`src/rtl/scaler_pkg.sv`:
```
// Shared definitions for the scaler coefficient scheduler.
// The optional pixel-rate check is enabled with `COEF_RATE_CHECK_EN (see coef_update_sched).
package scaler_pkg;

    // Shared divider geometry: 11-bit span with 6 fractional bits.
    localparam int DIV_W     = 17;
    localparam int FRAC_BITS = 6;

    // Pixel-rate check defaults.
    localparam int          FRAME_RATE_DEF = 100;
    localparam logic [26:0] RATE_LIMIT_DEF = 27'h7F80000;

    // Scheduler FSM encoding.
    localparam logic [2:0] ST_IDLE   = 3'd0;
    localparam logic [2:0] ST_LOAD   = 3'd1;
    localparam logic [2:0] ST_DIV_X  = 3'd2;
    localparam logic [2:0] ST_DIV_Y  = 3'd3;
    localparam logic [2:0] ST_CHECK  = 3'd4;
    localparam logic [2:0] ST_COMMIT = 3'd5;

endpackage

```
`src/rtl/seq_div17.sv`:
```
// Restoring divider, one quotient bit per cycle, DIV_W (17) cycles per divide.
// The first step is taken on the start edge itself, so done is high on the
// cycle after the 17th step and the quotient is held until the next start.
// A zero divisor yields an all-ones quotient.
module seq_div17
    import scaler_pkg::*;
(
    input  logic             clk,
    input  logic             rst,
    input  logic             start,
    input  logic [DIV_W-1:0] dividend,
    input  logic [DIV_W-1:0] divisor,
    output logic [DIV_W-1:0] quotient,
    output logic             done
);

    localparam logic [4:0] LAST_STEP = 5'(DIV_W - 1);

    logic [DIV_W-1:0] rem_q;
    logic [DIV_W-1:0] quo_q;
    logic [DIV_W-1:0] dvs_q;
    logic [4:0]       cnt_q;
    logic             active_q;

    logic [DIV_W-1:0] rem_in;
    logic [DIV_W-1:0] quo_in;
    logic [DIV_W-1:0] dvs_in;
    logic [DIV_W:0]   shifted;
    logic             fits;
    logic [DIV_W-1:0] rem_nx;
    logic [DIV_W-1:0] quo_nx;

    // One restoring step; on start the step runs on the fresh operands.
    always_comb begin
        rem_in  = start ? '0 : rem_q;
        quo_in  = start ? dividend : quo_q;
        dvs_in  = start ? divisor : dvs_q;
        shifted = {rem_in, quo_in[DIV_W-1]};
        fits    = (shifted >= {1'b0, dvs_in});
        rem_nx  = fits ? DIV_W'(shifted - {1'b0, dvs_in}) : shifted[DIV_W-1:0];
        quo_nx  = {quo_in[DIV_W-2:0], fits};
    end

    // Step sequencing and done pulse.
    always_ff @(posedge clk or negedge rst) begin
        if (!rst) begin
            rem_q    <= '0;
            quo_q    <= '0;
            dvs_q    <= '0;
            cnt_q    <= '0;
            active_q <= 1'b0;
            done     <= 1'b0;
        end else begin
            done <= 1'b0;
            if (start) begin
                rem_q    <= rem_nx;
                quo_q    <= quo_nx;
                dvs_q    <= dvs_in;
                cnt_q    <= 5'd1;
                active_q <= 1'b1;
            end else if (active_q) begin
                rem_q <= rem_nx;
                quo_q <= quo_nx;
                cnt_q <= cnt_q + 5'd1;
                if (cnt_q == LAST_STEP) begin
                    active_q <= 1'b0;
                    done     <= 1'b1;
                end
            end
        end
    end

    assign quotient = quo_q;

endmodule

```
`src/rtl/coef_update_sched.sv`:
```
// Frame-synchronous scheduler for scaler coefficients kX/kY.
// On each synced iVsyn rising edge (while en=1) the config is latched, kX and
// kY are computed in turn on one shared seq_div17, validated, and committed
// together so the scaler never sees a mixed pair.
// Optional: define COEF_RATE_CHECK_EN to add the outXRes*outYRes*FRAME_RATE
// limit check (2-stage multiply running alongside DIV_X).
module coef_update_sched
    import scaler_pkg::*;
#(
    parameter int          INPUT_RES_WIDTH  = 11,
    parameter int          OUTPUT_RES_WIDTH = 11,
    parameter int          SCALE_BITS       = 8,
    parameter int          FRAME_RATE       = FRAME_RATE_DEF,
    parameter logic [26:0] RATE_LIMIT       = RATE_LIMIT_DEF
) (
    input  logic                        clk,
    input  logic                        rst,
    input  logic                        en,
    input  logic                        iVsyn,
    input  logic [INPUT_RES_WIDTH-1:0]  xBgn,
    input  logic [INPUT_RES_WIDTH-1:0]  xEnd,
    input  logic [INPUT_RES_WIDTH-1:0]  yBgn,
    input  logic [INPUT_RES_WIDTH-1:0]  yEnd,
    input  logic [OUTPUT_RES_WIDTH-1:0] outXRes,
    input  logic [OUTPUT_RES_WIDTH-1:0] outYRes,
    output logic [SCALE_BITS-1:0]       kX,
    output logic [SCALE_BITS-1:0]       kY,
    output logic                        inEn,
    output logic                        busy,
    output logic                        updDone,
    output logic                        cfgErr
);

    // {span, 6'b0} with the span wrapping at the input field width.
    function automatic logic [DIV_W-1:0] mk_dividend(input logic [INPUT_RES_WIDTH-1:0] e,
                                                     input logic [INPUT_RES_WIDTH-1:0] b);
        logic [INPUT_RES_WIDTH-1:0] span;
        span = e - b + INPUT_RES_WIDTH'(1);
        return DIV_W'({span, {FRAC_BITS{1'b0}}});
    endfunction

    logic [2:0] state_q;
    logic       vs_s1, vs_s2, vs_s3;
    logic       vs_rise;
    logic       pend_q;
    logic       err_q;

    logic [INPUT_RES_WIDTH-1:0]  xbgn_q, xend_q, ybgn_q, yend_q;
    logic [OUTPUT_RES_WIDTH-1:0] oxres_q, oyres_q;
    logic [SCALE_BITS-1:0]       qx_q, qy_q;

    logic             div_start;
    logic [DIV_W-1:0] div_dividend;
    logic [DIV_W-1:0] div_divisor;
    logic [DIV_W-1:0] div_q;
    logic             div_done;
    logic             cfg_bad;
    logic             rate_fail;
    logic             unused_q_hi;

    assign vs_rise = vs_s2 & ~vs_s3;
    assign busy    = (state_q != ST_IDLE);

    // X divide is launched straight from the ports during LOAD (the same values
    // being latched), so DIV_X sees its quotient exactly 17 cycles later; Y is
    // launched from the latched copy on the cycle DIV_X completes.
    always_comb begin
        div_start    = (state_q == ST_LOAD) || ((state_q == ST_DIV_X) && div_done);
        div_dividend = mk_dividend(yend_q, ybgn_q);
        div_divisor  = DIV_W'(oyres_q);
        if (state_q == ST_LOAD) begin
            div_dividend = mk_dividend(xEnd, xBgn);
            div_divisor  = DIV_W'(outXRes);
        end
    end

    seq_div17 u_div (
        .clk      (clk),
        .rst      (rst),
        .start    (div_start),
        .dividend (div_dividend),
        .divisor  (div_divisor),
        .quotient (div_q),
        .done     (div_done)
    );

    // Only the low SCALE_BITS of each quotient form the coefficient.
    assign unused_q_hi = &{1'b0, div_q[DIV_W-1:SCALE_BITS]};

    // Bad crop window or zero output size.
    always_comb begin
        cfg_bad = (xend_q < xbgn_q) || (yend_q < ybgn_q) ||
                  (oxres_q == '0) || (oyres_q == '0);
    end

`ifdef COEF_RATE_CHECK_EN
    localparam int PW = 2 * OUTPUT_RES_WIDTH;

    logic [PW-1:0] res_prod_q;
    logic [32:0]   rate_q;

    // Two-stage rate multiply off the latched resolutions; settled long before CHECK.
    always_ff @(posedge clk or negedge rst) begin
        if (!rst) begin
            res_prod_q <= '0;
            rate_q     <= '0;
        end else begin
            res_prod_q <= PW'(oxres_q) * PW'(oyres_q);
            rate_q     <= 33'(res_prod_q) * 33'(FRAME_RATE);
        end
    end

    assign rate_fail = (rate_q >= 33'(RATE_LIMIT));
`else
    assign rate_fail = 1'b0;
`endif

    // Sync, frame sequencing, pending rerun and atomic commit.
    always_ff @(posedge clk or negedge rst) begin
        if (!rst) begin
            state_q <= ST_IDLE;
            vs_s1   <= 1'b0;
            vs_s2   <= 1'b0;
            vs_s3   <= 1'b0;
            pend_q  <= 1'b0;
            err_q   <= 1'b0;
            xbgn_q  <= '0;
            xend_q  <= '0;
            ybgn_q  <= '0;
            yend_q  <= '0;
            oxres_q <= '0;
            oyres_q <= '0;
            qx_q    <= '0;
            qy_q    <= '0;
            kX      <= '0;
            kY      <= '0;
            inEn    <= 1'b0;
            updDone <= 1'b0;
            cfgErr  <= 1'b0;
        end else begin
            vs_s1   <= iVsyn;
            vs_s2   <= vs_s1;
            vs_s3   <= vs_s2;
            updDone <= 1'b0;
            if (!en) begin
                inEn <= 1'b0;
            end

            if (state_q == ST_IDLE) begin
                if (!en) begin
                    pend_q <= 1'b0;
                end else if (vs_rise || pend_q) begin
                    pend_q  <= 1'b0;
                    state_q <= ST_LOAD;
                end
            end else if (!en) begin
                // Abort: coefficients untouched, no rerun.
                pend_q  <= 1'b0;
                state_q <= ST_IDLE;
            end else begin
                if (vs_rise) begin
                    pend_q <= 1'b1;
                end
                case (state_q)
                    ST_LOAD: begin
                        xbgn_q  <= xBgn;
                        xend_q  <= xEnd;
                        ybgn_q  <= yBgn;
                        yend_q  <= yEnd;
                        oxres_q <= outXRes;
                        oyres_q <= outYRes;
                        state_q <= ST_DIV_X;
                    end
                    ST_DIV_X: begin
                        if (div_done) begin
                            qx_q    <= div_q[SCALE_BITS-1:0];
                            state_q <= ST_DIV_Y;
                        end
                    end
                    ST_DIV_Y: begin
                        if (div_done) begin
                            qy_q    <= div_q[SCALE_BITS-1:0];
                            state_q <= ST_CHECK;
                        end
                    end
                    ST_CHECK: begin
                        err_q   <= cfg_bad || rate_fail;
                        state_q <= ST_COMMIT;
                    end
                    ST_COMMIT: begin
                        if (err_q) begin
                            inEn   <= 1'b0;
                            cfgErr <= 1'b1;
                        end else begin
                            kX      <= qx_q + SCALE_BITS'(1);
                            kY      <= qy_q + SCALE_BITS'(1);
                            inEn    <= 1'b1;
                            cfgErr  <= 1'b0;
                            updDone <= 1'b1;
                        end
                        state_q <= ST_IDLE;
                    end
                    default: state_q <= ST_IDLE;
                endcase
            end
        end
    end

endmodule
```
`config.mk`:
```
export PLATFORM = sky130hd
export DESIGN_NAME = coef_update_sched
export DESIGN_NICKNAME = d
export VERILOG_FILES = /design/src/rtl/scaler_pkg.sv /design/src/rtl/seq_div17.sv /design/src/rtl/coef_update_sched.sv
export SDC_FILE = /design/constraint.sdc
export NUM_CORES = 1
export LEC_CHECK = 0
export BUFFER_PORTS_ARGS = -buffer_cell sky130_fd_sc_hd__buf_2
export CORE_ASPECT_RATIO = 1.5
export CORE_MARGIN = 4
export CORE_UTILIZATION = 65
export CTS_CLUSTER_SIZE = 30
export DETAILED_ROUTE_END_ITERATION = 10
export GPL_TIMING_DRIVEN = 0
export PLACE_DENSITY = 0.86
export SLEW_MARGIN = 20
export SYNTH_ARGS = -nofsm -noshare
export SYNTH_HDL_FRONTEND = slang
export SYNTH_SLANG_ARGS = --single-unit
```
`constraint.sdc`:
```
create_clock -name clk -period 10.86 [get_ports clk]
set_input_delay 2.172 -clock clk [delete_from_list [all_inputs] [get_ports clk]]
set_output_delay 2.172 -clock clk [all_outputs]
set_load 0.005 [all_outputs]
```
* Yosys cells after proc, flatten, opt, wreduce, memory -nomap -nowiden
Index checks and enable logic that the tools add are counted.
** Word-level totals
- Input port bits :: 70
- Register bits :: 167
- Word-level logic and storage cells :: 110
** Operators by class
- $lt $le $gt $ge :: 3
- Equal/unequal tests :: 12
- Bitwise logic cells :: 4
- Reductions and logical operators :: 19
- Multiplexer cells :: 39
- Add/sub/neg operators :: 8
** Operators with widths (number)
- 17-bit 2-to-1 mux :: 9
- 11-bit by 1-bit adder with 11-bit output, second input constant :: 2
- 11-bit logical NOT :: 2
- 11-bit less-than comparator :: 2
- 11-bit subtractor :: 2
- 1-bit 2-to-1 mux :: 20
- 18-bit by 17-bit >= comparator with 1-bit output :: 1
- 3-bit 2-to-1 mux :: 6
- 17-bit subtractor :: 1
- 8-bit by 1-bit adder with 8-bit output, second input constant :: 2
- 4-bit AND reduction :: 4
- 3-bit case mux with 4 select lines :: 1
- 11-bit 2-to-1 mux :: 1
- 5-bit 2-to-1 mux :: 2
- 3-bit AND reduction :: 3
- 3-bit by 2-bit equality test with 1-bit output, second input constant :: 2
- 3-bit equality test, second input constant :: 2
- 5-bit by 1-bit adder with 5-bit output, second input constant :: 1
- 5-bit equality test, second input constant :: 1
- 1-bit logical OR :: 5
- 4-bit by 2-bit inequality test with 1-bit output, second input constant :: 1
- 4-bit by 3-bit inequality test with 1-bit output, second input constant :: 1
- 3-bit by 1-bit equality test with 1-bit output, second input constant :: 1
- 3-bit logical NOT :: 1
- other kinds (10) :: 12

* Logic depth before layout (Yosys ltp)
Gate-level depths: netlist of run 1.
- Word-level depth :: 8
- Mapped depth :: 23

* Modules after synthesis
From an unflattened synthesis of run 1, not the netlist that was laid out.
** Second synthesis, totals
- Cell total of the unflattened synthesis :: 890
- Area, all modules :: 9527.9 µm²
** By module, submodules not included
- coef_update_sched :: cells an instance 552, instances 1, area an instance 6107.1 µm²
- seq_div17 :: cells an instance 338, instances 1, area an instance 3420.8 µm²

* Worst setup path before layout of run 1
Ideal clock, no wire load.
- Path type :: input to register
- From :: in xBgn[2]
- To :: reg u_div.rem_q[10]
- Cell stages on the path :: 22
- Data required time :: 10.723 ns
- Data arrival time :: 5.930 ns
- Setup time :: 0.137 ns
- Path slack :: 4.793 ns
- Path through :: inv_1 -> ha_1 -> ha_1 -> a21oi_1 -> o2111ai_1 -> a41oi_1 -> xnor2_1 -> nand2_1 -> o31ai_1 -> o21bai_1 -> ha_1 -> inv_1 -> fa_1 -> a21o_1 -> a221o_1 -> a221oi_2 -> o21ai_2 -> a21oi_4 -> nand2_4 -> buf_6 -> mux2i_1 -> a21oi_1
** Between the ends
- Word-level cells in the longest chain between the ends :: 8
** Ends and longest elaborated chain
- start: declaration :: RTL line coef_update_sched.sv:20 : input logic [INPUT_RES_WIDTH-1:0] xBgn,
- 11-bit subtractor * :: RTL line coef_update_sched.sv:38 : span = e - b + INPUT_RES_WIDTH'(1);
- 11-bit by 1-bit adder with 11-bit output * :: RTL line coef_update_sched.sv:38
- 17-bit 2-to-1 mux * :: RTL line coef_update_sched.sv:71 : if (state_q == ST_LOAD) begin
- 17-bit 2-to-1 mux * :: RTL line seq_div17.sv:36 : quo_in = start ? dividend : quo_q;
- 17-bit subtractor or 18-bit by 17-bit >= comparator with 1-bit output (tied branches) :: RTL line seq_div17.sv:40, seq_div17.sv:39
- 17-bit 2-to-1 mux * :: RTL line seq_div17.sv:40 : rem_nx = fits ? DIV_W'(shifted - {1'b0, dvs_in}) : shifted[DIV_W-1:0];
- 17-bit 2-to-1 mux :: RTL line seq_div17.sv:61 : end else if (active_q) begin
- 17-bit 2-to-1 mux * :: RTL line seq_div17.sv:55 : if (start) begin
- end signal: assignment :: RTL line seq_div17.sv:56 : rem_q <= rem_nx;
- end signal: assignment :: RTL line seq_div17.sv:62 : rem_q <= rem_nx;
- end: declaration :: RTL line seq_div17.sv:19 : logic [DIV_W-1:0] rem_q;
Every way passes the cells marked *; elsewhere a longest branch is shown, timed or not. The select of a mux whose other input is x is not followed.
A chain may end at the register's enable or synchronous reset.

* Worst setup path after layout of run 1
- From :: in xBgn[2]
- To :: reg u_div.rem_q[3]
Same word-level chain as after synthesis.

==> metrics.yaml, run 1 <==
status:
  outcome: "finished, final reports clean"
yosys:
  synth_top_family_by_area: "compound AO/OA/AOI/OAI gates"
  synth.area.mux_share_pct: 11.7
  yosysWarnings: 0
  syn_nets: 1044
  synth_most_common_cell: "dfrtp_1"
  synth-simple-area-share_pct: 11.3
  synthTopCellsByCount: "dfrtp_1, nand2_1, ha_1"
  seq_area_frac_synth_pct: 45.1
  synthArstFlopShare_pct: 100
  ys_top_cells_by_area: "dfrtp_1, ha_1, mux2_2"
  ys_types: 54
  synth.avg_cell_area_um2: 10.4
  synth_fa_ha_area_share_pct: 11.2
  synth_ff_type: "dfrtp_1"
  synth_top_area_share_pct: 45.1
  synth_xor_area_share_pct: 4.34
  synth-compound-area-share_pct: 12.1
  syn_inst: 895
  ys_ff_latch: 167
  synth_edf_count: 0
  synth_area_leader_cell: "dfrtp_1"
  netlist_area_um2: 9270
setup_path:
  critPathMaxFanout: 10
  critPathCaptureType: "flip-flop"
  ff2ff_setup_slack_ns: 5.73
  crit_arrival_ns: 6.82
  crit_top_cell: "ha_1"
  start_kind: "primary input"
  r2r-end: "u_div.rem_q[3]"
  rr_startpoint: "yend_q[2]"
  endpoint: "u_div.rem_q[3]"
  reg2reg_depth: 21
  slowest_delay_ns: 0.41
  criticalPathCategory: "primary input to flip-flop"
  crit_path_start: "xBgn[2]"
  critPathRequiredTime_ns: 11.13
  cp_slowest_cell: "fa_1"
  crit_chain: "buf_2 -> inv_1 -> ha_1 -> ha_1 -> a21oi_1 -> o2111ai_1 -> a41oi_1 -> xnor2_1 -> nand2_1 -> o31ai_1 -> o21bai_1 -> ha_1 -> inv_1 -> fa_1 -> a21o_1 -> a221o_1 -> a221oi_2 -> o21ai_2 -> a21oi_4 -> nand2_4 -> buf_6 -> mux2i_1 -> a21oi_1"
grt:
  grt_pass1_wl_mm: 35.3
  grt_overflow: 0
  track_usage_pct: 27.0
  grt_pass1_vias: 7523
  antenna_found_initial: 0
  grt_start_max_net_pins: 58
sta:
  final.setup.tns_ns: 0
  post-route-min-period_ns: 6.55
  skew_ns: 0.00884
  finalHoldViolations: 0
  setup_viol: 0
  fmax_mhz: 153
  finalCritPeriodShare_pct: 60.3
  rsz0062_at_grt: "no"
  holdWs_ns: 0.363
  worst_pin_slew_ns: 0.735
  relSlewSlack_pct: 50.8
  slew_violations: 0
route:
  via_per_inst: 5.81
  drc: 0
  dr_wl_met2_mm: 11.5
  wl_per_cell_um: 17.3
  drt_first_pass_iters: 5
  dr.first_iter.drc_count: 428
  vias: 7028
  top_layer_used: "met4"
  antenna_left: 0
  routed-wl-met3_um: 757
  wl_mm: 20.9
  met1_length_mm: 7.88
die:
  dieArea_um2: 16300
  start_util_pct: 66.3
  core_um2: 14000
  io_pins: 90
  die_h_um: 154
  dieWidth_um: 106
  num_rows: 53
power_and_ir_drop:
  powerDensity_nw_per_um2: 263
  p_leak_nw: 5.22
  ir_worst_vdd_mv: 0.216
clock_network:
  clk_path_buf_depth: 2
  htree_levels: 4
  numCtsBuffers: 17
  post_cts_resized: 0
  cts_root_buf: "clkbuf_16"
  tritoncts: "yes"
  clk_latency_ns: 0.42
  cts_hold_buf: 0
  cts_sinks: 167
  clkTransAtPathRegs_ns: 0.06
  post_cts_buffers: 0
final_layout:
  final_nets: 1154
  fin_area_um2: 10600
  fin_util_pct: 75.9
  drive_gt1_share_pct: 19.3
  area_growth_pct: 14.5
  num_antenna_cells: 0
  final_cells: 1209
placed_design:
  placed_cell_area_um2: 10000
  dp_hpwl_mm: 15.4
  dp_cells: 1178
  gp_congestion: 0.867
  portBuffers: 89
hold_path:
  min_path_type: "flip-flop to flip-flop"
flow_run:
  drv_cap: 0
## power by group
part / switching [mW] / internal (mW) / leakage (nW)
clock network: 0.248 / 0.368 / 0.286
registers: 0.118 / 0.811 / 2.07
logic: 0.679 / 0.570 / 2.86
## critical path: cells and delay by family
family / cells / cell delay, ns
buf+inv: 4 / 0.37
fa+ha+maj: 4 / 1.22
compound gates: 11 / 2.37
simple gates: 2 / 0.22
mux: 1 / 0.25
xor+xnor: 1 / 0.19
## final cells by class
| class | instances | area, um2 |
|---|---|---|
| Buffer | 34 | 143 |
| Fill cell | 925 | 3370 |
| Clock inverter | 11 | 150 |
| Inverter | 66 | 248 |
| Timing Repair Buffer | 91 | 510 |
| Sequential cell | 167 | 4180 |
| Clock buffer | 20 | 447 |
| Multi-Input combinational cell | 628 | 4700 |
| Tap cell | 192 | 240 |
## worst min path at each step
stage / end / from / depth (start not counted)
after global routing: vs_s2 / vs_s1 / 0
after CTS: vs_s2 / vs_s1 / 0
after floorplan: vs_s2 / vs_s1 / 0
final: vs_s2 / vs_s1 / 0
after detailed placement: vs_s2 / vs_s1 / 0
after global placement: vs_s2 / vs_s1 / 0
## cells in the final DEF, fill, tap and decap left out, drive strengths merged, types with 8 or more instances in the layout
master	n
ha	72
buf	103
a31oi	8
o21ai	60
xor2	22
xnor2	24
nand2	77
mux2	61
inv	67
a21o	19
a21oi	53
nand3	15
clkbuf	42
nor2b	32
nor2	53
dfrtp	167
mux2i	40
## metrics by stage
step / setup WS [ns] / power (mW)
after floorplan: 4.79 / 1.84
after global placement: 4.04 / 2.09
after detailed placement: 3.96 / 2.15
after CTS: 4.41 / 2.79
after global routing: 4.03 / 2.99
final: 4.31 / 2.79
## kinds of logic (layout without fill, tap and decap cells)
| kind of cell | count (synthesis) | after routing |
|---|---|---|
| xor+xnor | 46 | 46 |
| flops | 167 | 167 |
| fa+ha+maj | 79 | 79 |
| buf+inv | 100 | 222 |
| simple gates | 220 | 220 |
| compound gates | 182 | 182 |
| mux | 101 | 101 |
## sequential cells by signal, summed over array words and instances (netlist names), 3 cells and up
register,flops
kX,8
kY,8
oxres_q,11
oyres_q,11
qx_q,8
qy_q,8
state_q,3
u_div.cnt_q,5
u_div.dvs_q,17
u_div.quotient,17
u_div.rem_q,17
xbgn_q,11
xend_q,11
ybgn_q,11
yend_q,11
## metal layers
metal	global-route usage [%]	vias up
met5	0	-
met1	29.4	3445
li1	-	3309
met2	50.3	206
met4	13.0	0
met3	4.43	68
(Power assumes the default switching activity.)
==> inputs of run 2 (changes only) <==
--- a/config.mk
+++ b/config.mk
@@ -8,11 +8,11 @@
 export BUFFER_PORTS_ARGS = -buffer_cell sky130_fd_sc_hd__buf_2
 export CORE_ASPECT_RATIO = 1.5
 export CORE_MARGIN = 4
-export CORE_UTILIZATION = 65
+export CORE_UTILIZATION = 54
 export CTS_CLUSTER_SIZE = 30
 export DETAILED_ROUTE_END_ITERATION = 10
 export GPL_TIMING_DRIVEN = 0
-export PLACE_DENSITY = 0.86
+export PLACE_DENSITY = 0.77
 export SLEW_MARGIN = 20
 export SYNTH_ARGS = -nofsm -noshare
 export SYNTH_HDL_FRONTEND = slang
==> constraint.sdc (replaced) <==
create_clock -name clk -period 5.28 [get_ports clk]
set_input_delay 1.056 -clock clk [delete_from_list [all_inputs] [get_ports clk]]
set_output_delay 1.056 -clock clk [all_outputs]
set_load 0.005 [all_outputs]
==> metrics.yaml, run 2 (same netlist as run 1, synthesis figures left out) <==
route:
  vias: 6847
  via_per_inst: 5.55
  wl_per_cell_um: 16.8
  wl_mm: 20.7
  drc: 0
  dr.first_iter.drc_count: 312
  antenna_left: 0
  drt_first_pass_iters: 6
sta:
  fmax_mhz: 192
  slew_violations: 0
  post-route-min-period_ns: 5.21
  finalCritPeriodShare_pct: 98.6
  worst_pin_slew_ns: 0.673
  relSlewSlack_pct: 55.2
  skew_ns: 0.00772
  setup_viol: 0
  worst_slack_ns: 0.0717
  finalHoldViolations: 0
setup_path:
  slowest_delay_ns: 0.40
  start_kind: "primary input"
  critPathMaxFanout: 5
  cp_slowest_cell: "fa_1"
  crit_arrival_ns: 5.52
  ff2ff_setup_slack_ns: 0.35
  critPathRequiredTime_ns: 5.59
  criticalPathCategory: "primary input to flip-flop"
  reg2reg_depth: 21
  critPathCaptureType: "flip-flop"
  critical-path-top-delay-family: "compound AO/OA/AOI/OAI gates"
  crit_top_cell: "inv_1"
  crit_chain: "buf_2 -> inv_1 -> ha_1 -> ha_4 -> nand3_1 -> o2111ai_2 -> a41oi_2 -> xnor2_1 -> nand2_1 -> o31ai_2 -> o21bai_1 -> ha_2 -> inv_1 -> fa_1 -> a21o_1 -> a221o_1 -> a221oi_2 -> o21ai_2 -> a21oi_4 -> buf_4 -> and2_1 -> a31oi_1 -> o32ai_1"
  path_depth: 23
  crit_buf_inv: 4
clock_network:
  clk_path_buf_depth: 2
  clkTransAtPathRegs_ns: 0.06
  tritoncts: "yes"
  cts_sinks: 167
  htree_levels: 4
  clk_latency_ns: 0.43
  cts_hold_buf: 0
  cts_root_buf: "clkbuf_16"
  numCtsBuffers: 17
final_layout:
  num_antenna_cells: 0
  fin_area_um2: 10700
  final_nets: 1159
  multiInputGateArea_um2: 4780
  final_cells: 1233
  regArea_um2: 4180
  area_growth_pct: 15.9
  drive_gt1_share_pct: 20.7
  final_common_cell: "dfrtp_1"
  fin_util_pct: 63.8
  fill_cells: 1368
  mostFrequentLayoutCells: "dfrtp_1, buf_2, nand2_1"
hold_path:
  hold_depth: 0
  min_path_type: "flip-flop to flip-flop"
die:
  start_util_pct: 55.1
  io_pins: 90
  dieWidth_um: 115
  num_rows: 58
  die_h_um: 168
  core_um2: 16800
  dieArea_um2: 19400
placed_design:
  gp_congestion: 0.909
  post-place-ws_ns: -0.497
  dp_hpwl_mm: 15.2
  placed_cell_area_um2: 10000
  dp_cells: 1195
  portBuffers: 89
power_and_ir_drop:
  p_leak_nw: 5.25
  powerDensity_nw_per_um2: 533
  ir_worst_vdd_mv: 0.298
grt:
  grt_pass1_vias: 7094
  antenna_found_initial: 0
  grt_start_max_net_pins: 88
  grt_pass1_wl_mm: 34.0
  grt_overflow: 0
  track_usage_pct: 21.9
status:
  outcome: "finished, final reports clean"
flow_run:
  drv_cap: 0
-- run 2: metrics by stage --
stage | total power [mW] | TNS (ns) | hold WS (ns)
2_1_floorplan | 3.79 | 0 | 0.331
3_3_place_gp | 4.29 | -4.50 | 0.338
3_5_place_dp | 4.39 | -6.46 | 0.344
4_1_cts | 5.65 | 0 | 0.359
5_1_grt | 6.15 | -0.263 | 0.380
6_report | 5.73 | 0 | 0.353
-- run 2: repair_timing --
| action | 4_1_cts | 5_1_grt |
|---|---|---|
| resized for setup | 2 | 8 |
| buffers inserted | 0 | 6 |
| pin swaps | 0 | 7 |
| endpoints found under the hold margin | 0 | 0 |
| setup endpoints to repair | 9 | 14 |
-- run 2: final cells by class --
| class | instances | share of cell area, % |
|---|---|---|
| multi-input cells | 628 | 44.5 |
| repair buffers | 96 | 5.03 |
| clock inverters | 11 | 1.06 |
| inverters | 66 | 2.31 |
| flip-flops and latches | 167 | 38.9 |
| well taps | 210 | 2.45 |
| clock buffers | 21 | 4.47 |
| plain buffers | 34 | 1.33 |
-- run 2: worst paths after layout --
kind / from / end
min reg2reg: vs_s1 / vs_s2
min: vs_s1 / vs_s2
max in group asynchronous: rst / u_div.dvs_q[11]
max reg2reg: yend_q[2] / u_div.rem_q[15]
max: xBgn[5] / u_div.rem_q[15]
min in group asynchronous: rst / xbgn_q[5]
-- run 2: routing by layer --
layer  GRT usage (%)  routed length, um  share of wire, %  vias up
met1            24.9               8120                39     3328
met4            8.22                643               3.1        0
met5               0                  0                 0        -
met2            40.4              11300                55      143
met3            3.58                593               2.9       48
li1                -                  -                 -     3328
-- run 2: worst reg2reg max path, stage by stage (launching register included) --
cell	delay [ns]
dfrtp_1	0.39
ha_1	0.35
ha_1	0.32
a21o_1	0.20
nand4_1	0.11
nand3_1	0.10
a41oi_1	0.29
xor2_1	0.12
o31ai_2	0.24
o21bai_1	0.16
ha_2	0.21
inv_1	0.05
fa_1	0.40
a21o_1	0.20
a221o_1	0.40
a221oi_2	0.31
o21ai_2	0.12
a21oi_4	0.19
buf_4	0.14
and2_1	0.20
a31oi_1	0.13
o32ai_1	0.19
-- run 2: where the power goes --
group	internal, mW	switching, mW	total [mW]
sequential	1.67	0.237	1.90
combinational	1.23	1.36	2.59
clock	0.707	0.531	1.24
==> inputs of run 3 (changes only) <==
--- a/config.mk
+++ b/config.mk
@@ -13,6 +13,7 @@
 export DETAILED_ROUTE_END_ITERATION = 10
 export GPL_TIMING_DRIVEN = 0
 export PLACE_DENSITY = 0.77
+export REMOVE_ABC_BUFFERS = 1
 export SLEW_MARGIN = 20
 export SYNTH_ARGS = -nofsm -noshare
 export SYNTH_HDL_FRONTEND = slang
==> metrics.yaml, run 3 (same netlist as run 1, synthesis figures left out) <==
status:
  outcome: "finished, final reports clean"
die:
  core_um2: 16800
  die_h_um: 168
  start_util_pct: 55.1
  dieWidth_um: 115
  dieArea_um2: 19400
  num_rows: 58
  io_pins: 90
route:
  vias: 6571
  drt_first_pass_iters: 4
  antenna_left: 0
  wl_mm: 18.3
  dr.first_iter.drc_count: 274
  wl_per_cell_um: 15.3
  drc: 0
  via_per_inst: 5.48
final_layout:
  fin_util_pct: 63.2
  drive_gt1_share_pct: 20.6
  final_nets: 1124
  mostFrequentLayoutCells: "dfrtp_1, buf_2, nand2_1"
  num_antenna_cells: 0
  final_common_cell: "dfrtp_1"
  area_growth_pct: 14.7
sta:
  worst_pin_slew_ns: 0.842
  holdWs_ns: 0.350
  slew_violations: 0
  post-route-min-period_ns: 5.00
  fmax_mhz: 200
  finalCritPeriodShare_pct: 94.6
  finalHoldViolations: 0
  final.setup.tns_ns: 0
  skew_ns: 0.00940
  worst_slack_ns: 0.284
  setup_viol: 0
  relSlewSlack_pct: 43.9
clock_network:
  cts_root_buf: "clkbuf_16"
  cts_sinks: 167
  tritoncts: "yes"
  cts_hold_buf: 0
  clkTransAtPathRegs_ns: 0.07
  numCtsBuffers: 17
  clk_path_buf_depth: 2
  htree_levels: 4
  clk_latency_ns: 0.43
placed_design:
  gp_congestion: 0.810
  post-place-ws_ns: -0.297
  portBuffers: 89
  dp_hpwl_mm: 13.4
setup_path:
  rr_startpoint: "ybgn_q[3]"
  critPathMaxFanout: 15
  reg2reg_depth: 21
  r2r-end: "u_div.rem_q[5]"
  ff2ff_setup_slack_ns: 0.43
  criticalPathCategory: "primary input to flip-flop"
  start_kind: "primary input"
  critPathCaptureType: "flip-flop"
  critPathRequiredTime_ns: 5.56
  crit_arrival_ns: 5.28
power_and_ir_drop:
  clkPwrFrac_pct: 22.0
  total_power_mw: 5.59
  power_frac_comb_pct: 43.8
  swShare_pct: 37.0
  p_sw_mw: 2.07
  power.internal_mw: 3.52
  powerDensity_nw_per_um2: 525
  pwr-share-seq_pct: 34.2
  p_leak_nw: 5.19
  ir_worst_vdd_mv: 0.322
hold_path:
  hold_depth: 0
  worstHoldEndpoint: "vs_s2"
  hold_start: "vs_s1"
  min_path_type: "flip-flop to flip-flop"
grt:
  antenna_found_initial: 0
  grt_pass1_wl_mm: 31.0
  grt_overflow: 0
  grt_pass1_vias: 6717
  track_usage_pct: 19.7
  grt_start_max_net_pins: 93
flow_run:
  drv_cap: 0
[run 3: cell types whose count changed in the layout (fill, tap and decap cells not counted), sizes merged]
cell | previous run | this run
buf | 108 | 95
clkbuf | 43 | 19
clkinv | 4 | 5
clkinvlp | 3 | 2
inv | 69 | 71
[run 3: per-stage QoR]
stage          cell area, um2  std cells
4_1_cts                 10600       1197
3_5_place_dp            10000       1165
6_report                10600       1198
5_1_grt                 10600       1198
2_1_floorplan            9130        861
3_3_place_gp             9840       1160
[run 3: power groups by stage]
stage | sequential [mW] | clock, mW | combinational (mW)
after floorplan | 1.85 | 0 | 1.92
after global placement | 1.91 | 0 | 2.31
after detailed placement | 1.93 | 0 | 2.40
after CTS | 1.91 | 1.25 | 2.43
after global routing | 1.96 | 1.31 | 2.76
final | 1.91 | 1.23 | 2.45
[run 3: metal layers]
metal	part of all wire, %	global-route usage [%]	vias to the layer above
met5	0	0	-
met4	2.7	8.12	0
met3	3.4	3.65	32
met2	53	34.2	116
met1	41	23.9	3169
li1	-	-	3254
[run 3: area by class of cell]
type | instances | area, um2
fill | 1368 | 6200
multi-input combinational | 628 | 4760
sequential | 167 | 4180
timing repair buffer | 95 | 601
clock buffer | 19 | 443
tap | 210 | 263
inverter | 66 | 248
clock inverter | 13 | 141
[run 3: worst max path at each step]
stage / slack (ns) / cells past startpoint / endpoint / start
2_1_floorplan: -0.78 / 15 / u_div.rem_q[16] / state_q[0]
3_3_place_gp: -2.58 / 15 / u_div.rem_q[16] / state_q[1]
3_5_place_dp: -0.30 / 22 / u_div.rem_q[11] / xBgn[2]
4_1_cts: 0.07 / 22 / u_div.rem_q[5] / xBgn[2]
5_1_grt: -0.006 / 22 / u_div.rem_q[5] / xBgn[5]
6_report: 0.28 / 22 / u_div.rem_q[5] / xBgn[5]
[run 3: timing repair]
item	CTS	global route
resized for setup	0	6
endpoints found under the setup margin	0	17
setup buffers	0	1
[run 3: worst max-delay path, stage by stage]
cell       delay [ns]
buf_2            0.09
inv_1            0.04
ha_1             0.28
ha_1             0.37
nand3_1          0.14
o2111ai_2        0.24
a41oi_2          0.17
xnor2_2          0.19
nand2_1          0.07
o31ai_1          0.07
o21bai_1         0.16
ha_1             0.18
inv_1            0.06
fa_1             0.40
a21o_1           0.19
a221o_1          0.38
a221oi_2         0.31
o21ai_2          0.12
a21oi_4          0.24
nand2_8          0.16
mux2i_2          0.24
a21oi_1          0.11
